`src/rtl/ccc_lock_rst_seq_pkg.sv`:
```
// Shared types and helpers for the lock-qualified reset/clock-enable sequencer.
package ccc_seq_pkg;

  localparam logic [1:0] STATE_WAIT_LOCK = 2'd0;
  localparam logic [1:0] STATE_FILTER    = 2'd1;
  localparam logic [1:0] STATE_SEQ       = 2'd2;
  localparam logic [1:0] STATE_RUN       = 2'd3;

  typedef enum logic [1:0] {
    ST_WAIT_LOCK = STATE_WAIT_LOCK,
    ST_FILTER    = STATE_FILTER,
    ST_SEQ       = STATE_SEQ,
    ST_RUN       = STATE_RUN
  } seq_state_e;

  // Width needed to hold 0..value-1, never less than one bit.
  function automatic int unsigned clog2(input int unsigned value);
    int unsigned w;
    w = 0;
    for (int unsigned i = 0; i < 32; i++) begin
      if ((64'd1 << i) < 64'(value)) w = i + 1;
    end
    return (w == 0) ? 1 : w;
  endfunction

endpackage

```
`src/rtl/ccc_lock_rst_seq_if.sv`:
```
// Control/status bundle between the CCC sequencer and its user.
interface ccc_lock_rst_seq_if #(
  parameter int unsigned NUM_CH = 3,
  parameter int unsigned CNT_W  = 8
);
  logic              LOCK;
  logic              FORCE_RST;
  logic              CLR_CNT;
  logic [NUM_CH-1:0] GL_EN;
  logic [NUM_CH-1:0] CH_RST_N;
  logic              ALL_READY;
  logic [1:0]        STATE;
  logic              LOCK_LOST;
  logic [CNT_W-1:0]  LOSS_CNT;

  modport master (
    output LOCK, FORCE_RST, CLR_CNT,
    input  GL_EN, CH_RST_N, ALL_READY, STATE, LOCK_LOST, LOSS_CNT
  );

  modport slave (
    input  LOCK, FORCE_RST, CLR_CNT,
    output GL_EN, CH_RST_N, ALL_READY, STATE, LOCK_LOST, LOSS_CNT
  );
endinterface

```
`src/rtl/ccc_lock_rst_seq_sync.sv`:
```
// Flop-chain synchroniser with async active-low clear; used for LOCK and reset release.
module ccc_lock_sync #(
  parameter int unsigned STAGES = 2
) (
  input  logic clk,
  input  logic rst_n,
  input  logic d,
  output logic q
);
  logic [STAGES-1:0] chain;

  always_ff @(posedge clk or negedge rst_n) begin
    if (!rst_n) chain <= '0;
    else        chain <= {chain[STAGES-2:0], d};
  end

  assign q = chain[STAGES-1];
endmodule

```
`src/rtl/ccc_lock_rst_seq.sv`:
```
// Lock-qualified, staggered per-channel clock-enable and reset release for CCC outputs.
module ccc_lock_rst_seq
  import ccc_seq_pkg::*;
#(
  parameter int unsigned NUM_CH      = 3,
  parameter int unsigned LOCK_FILTER = 1024,
  parameter int unsigned STAGGER     = 16,
  parameter int unsigned SYNC_STAGES = 2,
  parameter int unsigned CNT_W       = 8
) (
  input logic              CLK,
  input logic              RESET_N,
  ccc_lock_rst_seq_if.slave bus
);
  localparam int unsigned FW = clog2(LOCK_FILTER);
  localparam int unsigned TW = clog2(STAGGER);
  localparam int unsigned IW = clog2(NUM_CH);
  localparam logic [FW-1:0] FILT_LAST = FW'(LOCK_FILTER - 1);
  localparam logic [TW-1:0] TMR_LAST  = TW'(STAGGER - 1);
  localparam logic [IW-1:0] IDX_LAST  = IW'(NUM_CH - 1);

  logic rst_int;
  logic lock_s;

  ccc_lock_sync #(.STAGES(2)) u_rst_sync (
    .clk(CLK), .rst_n(RESET_N), .d(1'b1), .q(rst_int)
  );

  ccc_lock_sync #(.STAGES(SYNC_STAGES)) u_lock_sync (
    .clk(CLK), .rst_n(rst_int), .d(bus.LOCK), .q(lock_s)
  );

  seq_state_e        state_q, state_d;
  logic [FW-1:0]     filt_q, filt_d;
  logic [TW-1:0]     tmr_q, tmr_d;
  logic [IW-1:0]     idx_q, idx_d;
  logic [NUM_CH-1:0] gl_q, gl_d;
  logic [NUM_CH-1:0] rstn_q, rstn_d;
  logic              rdy_q, rdy_d;
  logic              lost_q, lost_d;
  logic [CNT_W-1:0]  cnt_q, cnt_d;
  logic              abort;
  logic              loss_inc;

  always_ff @(posedge CLK or negedge rst_int) begin
    if (!rst_int) begin
      state_q <= ST_WAIT_LOCK;
      filt_q  <= '0;
      tmr_q   <= '0;
      idx_q   <= '0;
      gl_q    <= '0;
      rstn_q  <= '0;
      rdy_q   <= 1'b0;
      lost_q  <= 1'b0;
      cnt_q   <= '0;
    end else begin
      state_q <= state_d;
      filt_q  <= filt_d;
      tmr_q   <= tmr_d;
      idx_q   <= idx_d;
      gl_q    <= gl_d;
      rstn_q  <= rstn_d;
      rdy_q   <= rdy_d;
      lost_q  <= lost_d;
      cnt_q   <= cnt_d;
    end
  end

  always_comb begin
    state_d  = state_q;
    filt_d   = filt_q;
    tmr_d    = tmr_q;
    idx_d    = idx_q;
    gl_d     = gl_q;
    rstn_d   = rstn_q;
    rdy_d    = rdy_q;
    loss_inc = 1'b0;
    abort    = !lock_s || bus.FORCE_RST;

    // Abort outranks progress everywhere except WAIT_LOCK, which handles it by staying.
    if (abort && state_q != ST_WAIT_LOCK) begin
      state_d  = ST_WAIT_LOCK;
      filt_d   = '0;
      tmr_d    = '0;
      idx_d    = '0;
      gl_d     = '0;
      rstn_d   = '0;
      rdy_d    = 1'b0;
      loss_inc = !lock_s && (state_q == ST_SEQ || state_q == ST_RUN);
    end else begin
      unique case (state_q)
        ST_WAIT_LOCK: begin
          if (!abort) begin
            state_d = ST_FILTER;
            filt_d  = '0;
          end
        end
        ST_FILTER: begin
          if (filt_q == FILT_LAST) begin
            state_d = ST_SEQ;
            idx_d   = '0;
            tmr_d   = '0;
            gl_d[0] = 1'b1;
          end else begin
            filt_d = filt_q + 1'b1;
          end
        end
        ST_SEQ: begin
          if (tmr_q == TMR_LAST) begin
            tmr_d         = '0;
            rstn_d[idx_q] = 1'b1;
            if (idx_q == IDX_LAST) begin
              state_d = ST_RUN;
              rdy_d   = 1'b1;
            end else begin
              idx_d       = idx_q + 1'b1;
              gl_d[idx_d] = 1'b1;
            end
          end else begin
            tmr_d = tmr_q + 1'b1;
          end
        end
        ST_RUN: begin
          rdy_d = 1'b1;
        end
      endcase
    end

    // Clear wins over an increment for the count; a new loss wins over clear for the flag.
    cnt_d = cnt_q;
    if (bus.CLR_CNT)                 cnt_d = '0;
    else if (loss_inc && cnt_q != '1) cnt_d = cnt_q + 1'b1;

    lost_d = lost_q;
    if (loss_inc)         lost_d = 1'b1;
    else if (bus.CLR_CNT) lost_d = 1'b0;
  end

  assign bus.GL_EN     = gl_q;
  assign bus.CH_RST_N  = rstn_q;
  assign bus.ALL_READY = rdy_q;
  assign bus.STATE     = state_q;
  assign bus.LOCK_LOST = lost_q;
  assign bus.LOSS_CNT  = cnt_q;
endmodule

```
`src/flat_wrapper.sv`:
```
// flat-port wrapper written by rule: the top's interface ports become plain ports
module ccc_lock_rst_seq_flat import ccc_seq_pkg::*;
#(
  parameter int unsigned NUM_CH      = 3,
  parameter int unsigned LOCK_FILTER = 1024,
  parameter int unsigned STAGGER     = 16,
  parameter int unsigned SYNC_STAGES = 2,
  parameter int unsigned CNT_W       = 8
)
  (CLK, RESET_N, bus_LOCK, bus_FORCE_RST, bus_CLR_CNT, bus_GL_EN, bus_CH_RST_N, bus_ALL_READY, bus_STATE, bus_LOCK_LOST, bus_LOSS_CNT);
  ccc_lock_rst_seq_if #(.NUM_CH(NUM_CH), .CNT_W(CNT_W)) bus_i ();
  input logic CLK;
  input logic RESET_N;
  input wire logic [$bits(bus_i.LOCK)-1:0] bus_LOCK;
  input wire logic [$bits(bus_i.FORCE_RST)-1:0] bus_FORCE_RST;
  input wire logic [$bits(bus_i.CLR_CNT)-1:0] bus_CLR_CNT;
  output wire logic [$bits(bus_i.GL_EN)-1:0] bus_GL_EN;
  output wire logic [$bits(bus_i.CH_RST_N)-1:0] bus_CH_RST_N;
  output wire logic [$bits(bus_i.ALL_READY)-1:0] bus_ALL_READY;
  output wire logic [$bits(bus_i.STATE)-1:0] bus_STATE;
  output wire logic [$bits(bus_i.LOCK_LOST)-1:0] bus_LOCK_LOST;
  output wire logic [$bits(bus_i.LOSS_CNT)-1:0] bus_LOSS_CNT;
  assign bus_i.LOCK = bus_LOCK;
  assign bus_i.FORCE_RST = bus_FORCE_RST;
  assign bus_i.CLR_CNT = bus_CLR_CNT;
  assign bus_GL_EN = bus_i.GL_EN;
  assign bus_CH_RST_N = bus_i.CH_RST_N;
  assign bus_ALL_READY = bus_i.ALL_READY;
  assign bus_STATE = bus_i.STATE;
  assign bus_LOCK_LOST = bus_i.LOCK_LOST;
  assign bus_LOSS_CNT = bus_i.LOSS_CNT;
  ccc_lock_rst_seq #(.NUM_CH(NUM_CH), .LOCK_FILTER(LOCK_FILTER), .STAGGER(STAGGER), .SYNC_STAGES(SYNC_STAGES), .CNT_W(CNT_W)) u_core (.CLK(CLK), .RESET_N(RESET_N), .bus(bus_i));
endmodule
```
`config.mk`:
```
export PLATFORM = sky130hd
export DESIGN_NAME = ccc_lock_rst_seq_flat
export DESIGN_NICKNAME = d
export VERILOG_FILES = /design/src/rtl/ccc_lock_rst_seq_pkg.sv /design/src/rtl/ccc_lock_rst_seq_if.sv /design/src/rtl/ccc_lock_rst_seq_sync.sv /design/src/rtl/ccc_lock_rst_seq.sv /design/src/flat_wrapper.sv
export SDC_FILE = /design/constraint.sdc
export NUM_CORES = 1
export LEC_CHECK = 0
export CORE_UTILIZATION = 56
export DETAILED_ROUTE_END_ITERATION = 6
export GPL_TIMING_DRIVEN = 0
export PLACE_DENSITY = 0.79
export SLEW_MARGIN = 25
export SYNTH_ARGS = -nofsm -noshare
export SYNTH_HDL_FRONTEND = slang
export SYNTH_HIERARCHICAL = 1
export SYNTH_SLANG_ARGS = --single-unit
```
`constraint.sdc`:
```
create_clock -name CLK -period 1.25 [get_ports CLK]
set_input_delay 0.1875 -clock CLK [delete_from_list [all_inputs] [get_ports CLK]]
set_output_delay 0.1875 -clock CLK [all_outputs]
set_load 0.02 [all_outputs]
```
; ---- After elaboration in Yosys (flattened, before gate mapping)
; Cells that the tools add are included.
; W data, S select, Z words.
[word_totals]
input_bits = 5
out_inout_bits = 18
reg_bits = 38
wordCells = 102
[classes]
mux = 41
reduce_logical = 25
n_lt_le_gt_ge = 4
n_bitwise = 2
n_eq_ne = 14
add_sub_neg = 4
[ops]
columns = cell, n
row1 = $mux W10, 3
row2 = $mux W2, 10
row3 = $pmux W10 S2, 1
row4 = $mux W3, 6
row5 = $mux W8, 2
row6 = $mux W4, 3
row7 = $ne A3 B2 Y1 const B, 4
row8 = $add A10 B1 Y10 const B, 1
row9 = $eq A10 B10 Y1 const B, 1
row10 = $reduce_bool A2 Y1, 5
row11 = $mux W1, 9
row12 = $reduce_and A3 Y1, 3
row13 = $reduce_bool A3 Y1, 3
row14 = $add A8 B1 Y8 const B, 1
row15 = $ne A8 B8 Y1 const B, 1
row16 = $pmux W4 S2, 1
row17 = $eq A2 B2 Y1 const B, 3
row18 = $lt A2 B3 Y1 const B, 2
row19 = $or A3 B3 Y3, 2
row20 = $pmux W2 S3, 1
row21 = $logic_and A1 B1 Y1, 5
row22 = $reduce_and A5 Y1, 1
row23 = $add A4 B1 Y4 const B, 1
row24 = $demux W1 S2, 2
row25 = 15 further kinds, 19

; ---- Depth between registers and ports, before layout
[logic_depth]
depth_word = 10
mapped_depth = 7
ltp_nobuf = 6

; ---- Hierarchy
; The synthesis kept the hierarchy.
[modules_own_cells]
columns = module, cells_per_inst, area_each_um2, seq_area_each_um2, n_inst
row1 = ccc_lock_rst_seq, 212, 2011.9, 850.8, 1
row2 = ccc_lock_sync, 2, 50.0, 50.0, 2

; ---- Worst setup path after synthesis
; OpenSTA, ideal clock, no wires.
[synth_timing]
path_kind = register -> register
start = register u_core.state_q[0], in the netlist u_core/bus.STATE[0]
end = register u_core.state_q[0], in the netlist u_core/bus.STATE[0]
path_stages_with_launch = 8
period_less_slack_ns = 1.842
slack_ns = -0.592
arrival_time_ns = 1.714
setup_time_ns = 0.128
required_time_ns = 1.122
path_buffers = 1
cell_sequence = dfrtp_1 -> inv_1 -> ha_1 -> buf_2 -> nand4_1 -> o221ai_1 -> o311ai_2 -> mux2_1
[synth_via]
elab_chain_len = 4
word_cells_on_any_way = 13
classes_between = eq/ne (6) / mux (2) / reduce/logical (5)
[synth_lines]
columns = item, line
row1 = start: declaration, ccc_lock_rst_seq.sv:33  ; seq_state_e state_q, state_d;
row2 = start signal: assignment, ccc_lock_rst_seq.sv:57  ; state_q <= state_d;
row3 = $reduce_bool A2 Y1, ccc_lock_rst_seq.sv:81  ; if (abort && state_q != ST_WAIT_LOCK) begin
row4 = $logic_and A1 B1 Y1, ccc_lock_rst_seq.sv:81
row5 = "$ne A3 B1 Y1 (no source line), or another cell as far along", -
row6 = $reduce_and A5 Y1 (no source line), -
; Parallel ways exist; a longest one is shown, timed or not.
; A chain may end at the register's enable or synchronous reset.

; ---- Worst setup path in the final report
[layout_timing]
start = register u_core.u_lock_sync.chain[1]
end = register u_core.state_q[0], in the netlist u_core/bus.STATE[0]
[layout_via]
elab_chain_len = 5
word_cells_on_any_way = 10
classes_between = eq/ne (4) / mux (1) / reduce/logical (5)
[layout_lines]
columns = item, line
row1 = start: declaration, ccc_lock_rst_seq_sync.sv:10  ; logic [STAGES-1:0] chain;
row2 = start signal: assignment, ccc_lock_rst_seq_sync.sv:14  ; else chain <= {chain[STAGES-2:0], d};
row3 = $logic_not A1 Y1 *, ccc_lock_rst_seq.sv:78  ; abort = !lock_s || bus.FORCE_RST;
row4 = $logic_or A1 B1 Y1 *, ccc_lock_rst_seq.sv:78
row5 = $logic_and A1 B1 Y1, ccc_lock_rst_seq.sv:81
row6 = "$ne A3 B1 Y1 (no source line), or another cell as far along", -
row7 = $reduce_and A5 Y1 (no source line), -
; Every way passes the cells marked *; elsewhere a longest branch is shown, timed or not.

==> results <==
- The run finished, with violations left.
- The final reports fail on negative setup slack.
- The maximum buffer depth of the clock tree is 2.
- Global routing used 36.1% of the available met1 tracks.
- The cell sitting at the root of the clock tree is a sky130_fd_sc_hd__clkbuf_8.
- In this run, the combinational gates consume 53.5% of the power.
- Setup repair after global routing could not meet its margin everywhere.
- The number of filler cells placed in the layout is 165.
- The Yosys step of the flow raised 6 warnings.
- The synthesized cell area is 2110 um^2.
- The worst endpoint data arrival time is 2.05 ns.
- Global routing consumed, over all layers together, 30.1% of the routing resources.
- After detailed routing, the number of vias per cell comes to 6.27.
- The number of antenna violations at the first check in global routing was 0.
- The initial utilization of the core area, before any placement, comes to 60.9%.
- The number of buffers and inverters on the critical path is 1.
- The horizontal extent of the die is 63.4 um.
- Cell internal power was estimated by the tool at 0.00308 W.
- The number of max-cap violations is 0.
- Pin placement for this block handled 23 I/O pins.
- The number of hold buffers added after CTS was 0.
- The wire length per cell is 19.8 um.
- The number of standard cells after synthesis is 216.
- The tightest min-delay check is of the input port to asynchronous set/reset pin type.
- The analysis attributes to cell leakage a power of 1.33 nW.
- Among all flip-flop cells after synthesis, the most frequent one is sky130_fd_sc_hd__dfrtp_1.
- The setup path with the least slack is of type flip-flop to flip-flop.
- Before CTS, the worst setup slack after placement is -0.642 ns.
- The area occupied by multi-input gates is 1370 um^2.
- The number of hold violations in the final report is 0.
- The number of buffers added on ports is 21.
- In this run switching power makes up 39.4% of total power.
- The total net switching power is 0.00200 W.
- The global routing usage on met3 is 5.98%.
- The clock latency of the later-clocked register in the worst-skew pair is 0.30 ns.
- The final setup violation count is 35.
- The number of diodes added for antenna fixing is 0.
- The layer with the highest usage after global routing is met2.
- Counting flops with an async set or reset pin after synthesis yields a share of 100%.
- The final worst-path setup slack is -0.626 ns.
- The sequential area share after synthesis is 45.0%.
- The post-route clock period utilization is 150%.
- The final worst hold slack is 0.0436 ns.
- Summing over every cut layer, the via total after detailed routing is 1982.
- The worst-case IR drop observed on VDD is 1.15 mV.
- After the first detailed-routing iteration, the DRC count stood at 169.
- The sequential cells in the finished layout cover a total of 961 um^2.
- In this run the power density over the cells is 1710 nW/um^2.
- The critical path goes through nor2b_1 > buf_2 > nor2_4 > o311ai_2 > mux2_4.
- A synthesized cell averages 9.78 um^2.
- Adding up every negative setup slack in the final design gives -11.68 ns.
- For this design, the slowest cell found on the critical path is sky130_fd_sc_hd__dfrtp_2.
- The max-slew violation count is 0.
- The headroom to the max-slew limit is 46.8%.
- The routed design has 6240 um of wire.
- The number of buffers created by CTS is 5.
- TritonCTS built the clock tree.
- Global routing used 52.5% of the available met2 tracks.
- Counting every sink on the clock net gives 38.
- The die extent in y is 63.4 um.
- STA puts the critical path data required time at 1.42 ns.
- The number of global-route vias before repair is 2003.
- At the pin with the least slew margin, the transition time is 0.798 ns.
- The sequential share of power is 29.5%.
- Once detail routing completed, the nets flagged for antenna violations numbered 0.
- The highest clock frequency the design can meet is 533 MHz.
- The region available for standard cell placement spans 3470 um^2.
- The largest net degree at the start of global routing is 37.
- The delay contributed by the slowest stage of the critical path is 0.45 ns.
- The DRC violation count after routing is 0.
- The number of optimization iterations in the first detailed-route pass is 4.
- The last weighted congestion value of the routability-driven placer is 0.816.
- The area growth from synthesis to layout is 41.0%.
- The first-pass GRT wire length is 9410 um.
- STA classifies the critical path startpoint as a flip-flop.
- The final net count is 287.
- Broken down by cell family, the worst path's largest delay share belongs to flip-flops.
- The minimum clock period after layout is 1.88 ns.
- STA classifies the critical path endpoint as a flip-flop.
- The synthesized design contains 0 enable-type register cells.
- The maximum net fanout on the critical path is 8.
- Detailed placement ended at an HPWL of 3190 um.
- In this run, the clock network consumes 17.1% of the power.
- The site row count is 21.
- The die footprint is 4020 um^2.
- The number of distinct library cell variants in the gate-level netlist after synthesis is 54.
- CTS built an H-tree with a depth of 2.
- For the final database, setup skew stands at 0.0147 ns.
- In this run, synthesis produced a sequential element count of 38.
- After clock tree synthesis, the clock-pin slew on the worst setup and hold paths is 0.08 ns.
- The total global routing overflow is 0.
- The share of post-route cells with drive strength above 1 is 39.6%.
- The number of nets produced by synthesis is 233.
[final cells by class]
| cell class | instances | share of cell area, % |
|---|---|---|
| repair buffers | 48 | 12.9 |
| clock buffers | 7 | 2.90 |
| plain buffers | 5 | 1.43 |
| multi-input cells | 154 | 45.9 |
| well taps | 46 | 1.93 |
| flip-flops and latches | 38 | 32.3 |
| inverters | 18 | 2.69 |
[worst register-to-register path, stage by stage (launching register included)]
cell and delay, ns:
sky130_fd_sc_hd__dfrtp_2 0.45, sky130_fd_sc_hd__nor2b_1 0.24, sky130_fd_sc_hd__buf_2 0.28, sky130_fd_sc_hd__nor2_4 0.07
sky130_fd_sc_hd__o311ai_2 0.38, sky130_fd_sc_hd__mux2_4 0.34
[cell families (layout without fill, tap and decap cells)]
family,count (synthesis),after routing,share of synthesized area (%)
flip-flops,38,38,45.0
XOR/XNOR,2,2,0.830
adder cells (fa/ha/maj),12,12,7.11
other,1,1,0.178
multiplexers,2,2,1.01
AO/OA/AOI/OAI,60,60,20.8
AND/OR/NAND/NOR,77,77,20.5
buffers and inverters,24,78,4.56
[synthesized netlist by cell type, types with 3 or more instances]
cell | instances | area share, %
sky130_fd_sc_hd__a21oi_1 | 15 | 3.6
sky130_fd_sc_hd__a31oi_1 | 8 | 2.4
sky130_fd_sc_hd__buf_2 | 5 | 1.2
sky130_fd_sc_hd__dfrtp_1 | 38 | 45
sky130_fd_sc_hd__ha_1 | 12 | 7.1
sky130_fd_sc_hd__inv_1 | 16 | 2.8
sky130_fd_sc_hd__nand2_1 | 13 | 2.3
sky130_fd_sc_hd__nand2b_1 | 6 | 1.8
sky130_fd_sc_hd__nand3_1 | 10 | 2.4
sky130_fd_sc_hd__nor2_1 | 17 | 3.0
sky130_fd_sc_hd__nor2b_1 | 3 | 0.89
sky130_fd_sc_hd__nor3_1 | 4 | 0.95
sky130_fd_sc_hd__o211ai_1 | 3 | 1.1
sky130_fd_sc_hd__o21ai_0 | 7 | 1.7
sky130_fd_sc_hd__o22ai_1 | 4 | 1.2
sky130_fd_sc_hd__o2bb2ai_1 | 3 | 1.2
sky130_fd_sc_hd__or3_1 | 5 | 1.5
[flip-flops by register name (all words and copies together) (netlist names)]
| signal | flops |
|---|---|
| u_core/tmr_q | 4 |
| u_core/u_lock_sync/chain | 2 |
| u_core/filt_q | 10 |
| u_core/bus.LOCK_LOST | 1 |
| u_core/bus.LOSS_CNT | 8 |
| u_core/bus.GL_EN | 3 |
| u_core/bus.ALL_READY | 1 |
| u_core/bus.CH_RST_N | 3 |
| u_core/u_rst_sync/chain | 2 |
| u_core/idx_q | 2 |
| u_core/bus.STATE | 2 |
[power groups by stage]
stage	sequential [W]	clock (W)	combinational, W
floorplan	0.00159	0	0.000979
global placement	0.00152	0	0.00140
detailed placement	0.00153	0	0.00144
CTS	0.00149	0.000864	0.00211
global route	0.00151	0.000925	0.00283
finish	0.00150	0.000868	0.00272
[layout by cell type (no fill, tap or decap), types with 8 or more instances in the layout]
cell type                       Yosys  routed
sky130_fd_sc_hd__nor2_1            17      11
sky130_fd_sc_hd__dfrtp_2            0       8
sky130_fd_sc_hd__a31oi_1            8       8
sky130_fd_sc_hd__nand3_1           10       8
sky130_fd_sc_hd__dfrtp_1           38      30
sky130_fd_sc_hd__dlygate4sd2_1      0       8
sky130_fd_sc_hd__inv_1             16      12
sky130_fd_sc_hd__buf_4              0      24
sky130_fd_sc_hd__a21oi_1           15      10
sky130_fd_sc_hd__nand2_1           13      13
[stage by stage]
stage,cells,cell area (um^2),total power [W],util (%)
final,316,2980,0.00508,85.9
after detailed placement,283,2430,0.00297,70.1
after global placement,283,2430,0.00292,70.0
after floorplan,216,2160,0.00257,-
after global routing,316,2980,0.00527,85.9
after CTS,309,2810,0.00446,81.1
[metal layers]
| metal | part of all wire [%] | vias up |
|---|---|---|
| li1 | - | 898 |
| met1 | 38 | 978 |
| met2 | 53 | 81 |
| met3 | 5.3 | 25 |
| met4 | 4.2 | 0 |
| met5 | 0 | - |
[final timing paths]
kind                                              from                          end  slack [ns]  cells past startpoint
max reg2reg                u_core/u_lock_sync/chain[1]          u_core/bus.STATE[0]       -0.63                      5
max                        u_core/u_lock_sync/chain[1]          u_core/bus.STATE[0]       -0.63                      5
min reg2reg                 u_core/u_rst_sync/chain[1]             u_core/filt_q[7]        0.36                      0
min                                            RESET_N   u_core/u_rst_sync/chain[0]        0.04                      1
min in group CLK                           bus_CLR_CNT       u_core/bus.LOSS_CNT[0]        0.30                      2
max in group asynchronous   u_core/u_rst_sync/chain[1]  u_core/u_lock_sync/chain[1]        0.31                      0
[repair_timing]
item,CTS,global route
cloned,1,0
endpoints found under the setup margin,52,43
buffers inserted,19,8
pin swaps,16,15
resized for setup,62,47
Power figures use the tool's default switching activity.
==> patch, RTL diff (same flow settings) <==
`LOCK_FILTER` is set to 1024 in 2 places; all go to 512.
--- a/src/rtl/ccc_lock_rst_seq.sv
+++ b/src/rtl/ccc_lock_rst_seq.sv
@@ -4,5 +4,5 @@
 #(
   parameter int unsigned NUM_CH      = 3,
-  parameter int unsigned LOCK_FILTER = 1024,
+  parameter int unsigned LOCK_FILTER = 512,
   parameter int unsigned STAGGER     = 16,
   parameter int unsigned SYNC_STAGES = 2,
--- a/src/flat_wrapper.sv
+++ b/src/flat_wrapper.sv
@@ -3,5 +3,5 @@
 #(
   parameter int unsigned NUM_CH      = 3,
-  parameter int unsigned LOCK_FILTER = 1024,
+  parameter int unsigned LOCK_FILTER = 512,
   parameter int unsigned STAGGER     = 16,
   parameter int unsigned SYNC_STAGES = 2,
Formal check against the unedited RTL: no difference found for any inputs over 10 cycles, from zero or initial values and one cycle with RESET_N low; that may be too few to reach the edited logic, so the function may still have changed.
==> patch against the unedited design <==
The run still ends with setup timing left. Area after synthesis decreased by 3.7%. Clock skew about the same. Power decreased by 3.5%. Sequential cell count decreased by 1. Routed wire length decreased by 6.8%. Final area decreased by 3.5%. Worst setup slack got worse by 0.20 ns. Global-route usage decreased by 0.34 points. Utilization decreased by 1.7 points. Fmax decreased by 9.8%. First-iteration DRC count decreased by 17%. Largest power group unchanged. Highest routed layer unchanged.
==> patch: results <==
metrics = {
    "synth": {
        "synth_cell_types": 52,
        "netlist_top_cells_count": "dfrtp_1 (37), nor2_1 (18), ha_1 (13)",
        "synth_fa_ha_area_share_pct": 8.00,
        "synth_nets": 211,
        "yosys.area_share.xor_xnor_pct": 0.431,
        "synth-seq-cells": 37,
        "synth_mux_area_share_pct": 2.28,
        "syn_avg_cell_area_um2": 10.5,
        "ys_top_cells_by_area": "dfrtp_1 (46%), ha_1 (8.0%), a22o_1 (3.9%)",
    },
    "clock_tree": {
        "cts_root_buf": "clkbuf_4",
        "cts_repair_resize_count": 85,
        "path_clk_slew_ns": 0.12,
        "cts_hold_buf": 1,
    },
    "cells_and_area": {
        "regArea_um2": 938,
        "nNonClkInverters": 11,
        "top_register": "u_core/filt_q",
        "area_delta_synth_final_pct": 41.4,
        "signal_buffers": 59,
        "utilization_pct": 84.1,
        "seq_area_share_pct": 32.7,
        "largest_register_ffs": 9,
        "fin_nets": 273,
        "layout.nonclk_buf_share_pct": 16.0,
        "drive_gt1_share_pct": 46.9,
        "comb.multi_input.count": 141,
        "clock_cell_area_share_pct": 2.96,
        "fillers": 183,
        "multiInputGateArea_um2": 1290,
    },
    "setup_path": {
        "path_delay_family": "simple AND/OR/NAND/NOR gates",
        "arrival_ns": 2.33,
        "crit_fanout": 6,
        "slowest_stage": "dfrtp_1",
        "reg2reg_depth": 9,
        "reg2reg_from": "u_core/filt_q[1]",
        "slowest_delay_ns": 0.40,
    },
    "global_route": {
        "grt_max_degree": 36,
        "grt_pass1_vias": 1866,
        "track_usage_pct": 29.8,
        "grt_pass1_wl_mm": 8.89,
    },
    "place": {
        "numPlacedInstances": 260,
        "gp_congestion": 0.795,
        "hpwl_mm": 3.00,
        "placed_cell_area_um2": 2410,
    },
    "timing": {
        "worst_slack_ns": -0.829,
        "worst_clock_skew_ns": 0.0146,
        "relSlewSlack_pct": 48.6,
        "holdWs_ns": 0.235,
        "fin_setup_tns_ns": -17.80,
        "setup_violations": 34,
    },
    "run_status": {
        "violations": "setup timing",
        "outcome": "finished with violations",
    },
    "drt": {
        "wl_per_cell_um": 19.3,
        "dr.pass1.iters": 5,
        "drt_wl_total_mm": 5.82,
    },
    "power_and_ir_drop": {
        "comb_power_mw": 2.61,
        "leakage_nw": 1.33,
        "ir_worst_vdd_mv": 1.10,
        "p_clk_share_pct": 17.9,
    },
    "min_path": {
        "hold_class": "in -> reg",
    },
}
patch: layer usage:
metal / vias up / part of all wire [%] / GRT usage, %
met3: 10 / 3.6 / 5.33
met1: 965 / 40 / 35.4
met2: 61 / 55 / 52.9
li1: 837 / - / -
met5: - / 0 / 0
met4: 0 / 1.8 / 12.2
patch: worst max-delay path by stage:
stage                     slack [ns]                to
after floorplan                -0.72   u_core/idx_q[0]
after CTS                      -0.80   u_core/idx_q[0]
after global routing           -0.87   u_core/idx_q[0]
after global placement         -0.79   u_core/idx_q[1]
after detailed placement       -0.83  u_core/filt_q[5]
final                          -0.83   u_core/idx_q[0]
patch: kinds of logic (layout without fill, tap and decap cells):
logic type                 after synthesis  in the layout
AOI/OAI and AO/OA                       58             58
xor gates and xnor gates                 1              1
adders and majority gates               13             13
buffers and inverters                   15             78
DFF                                     37             37
muxes                                    4              4
other                                    1              1
and+or+nand+nor                         64             64
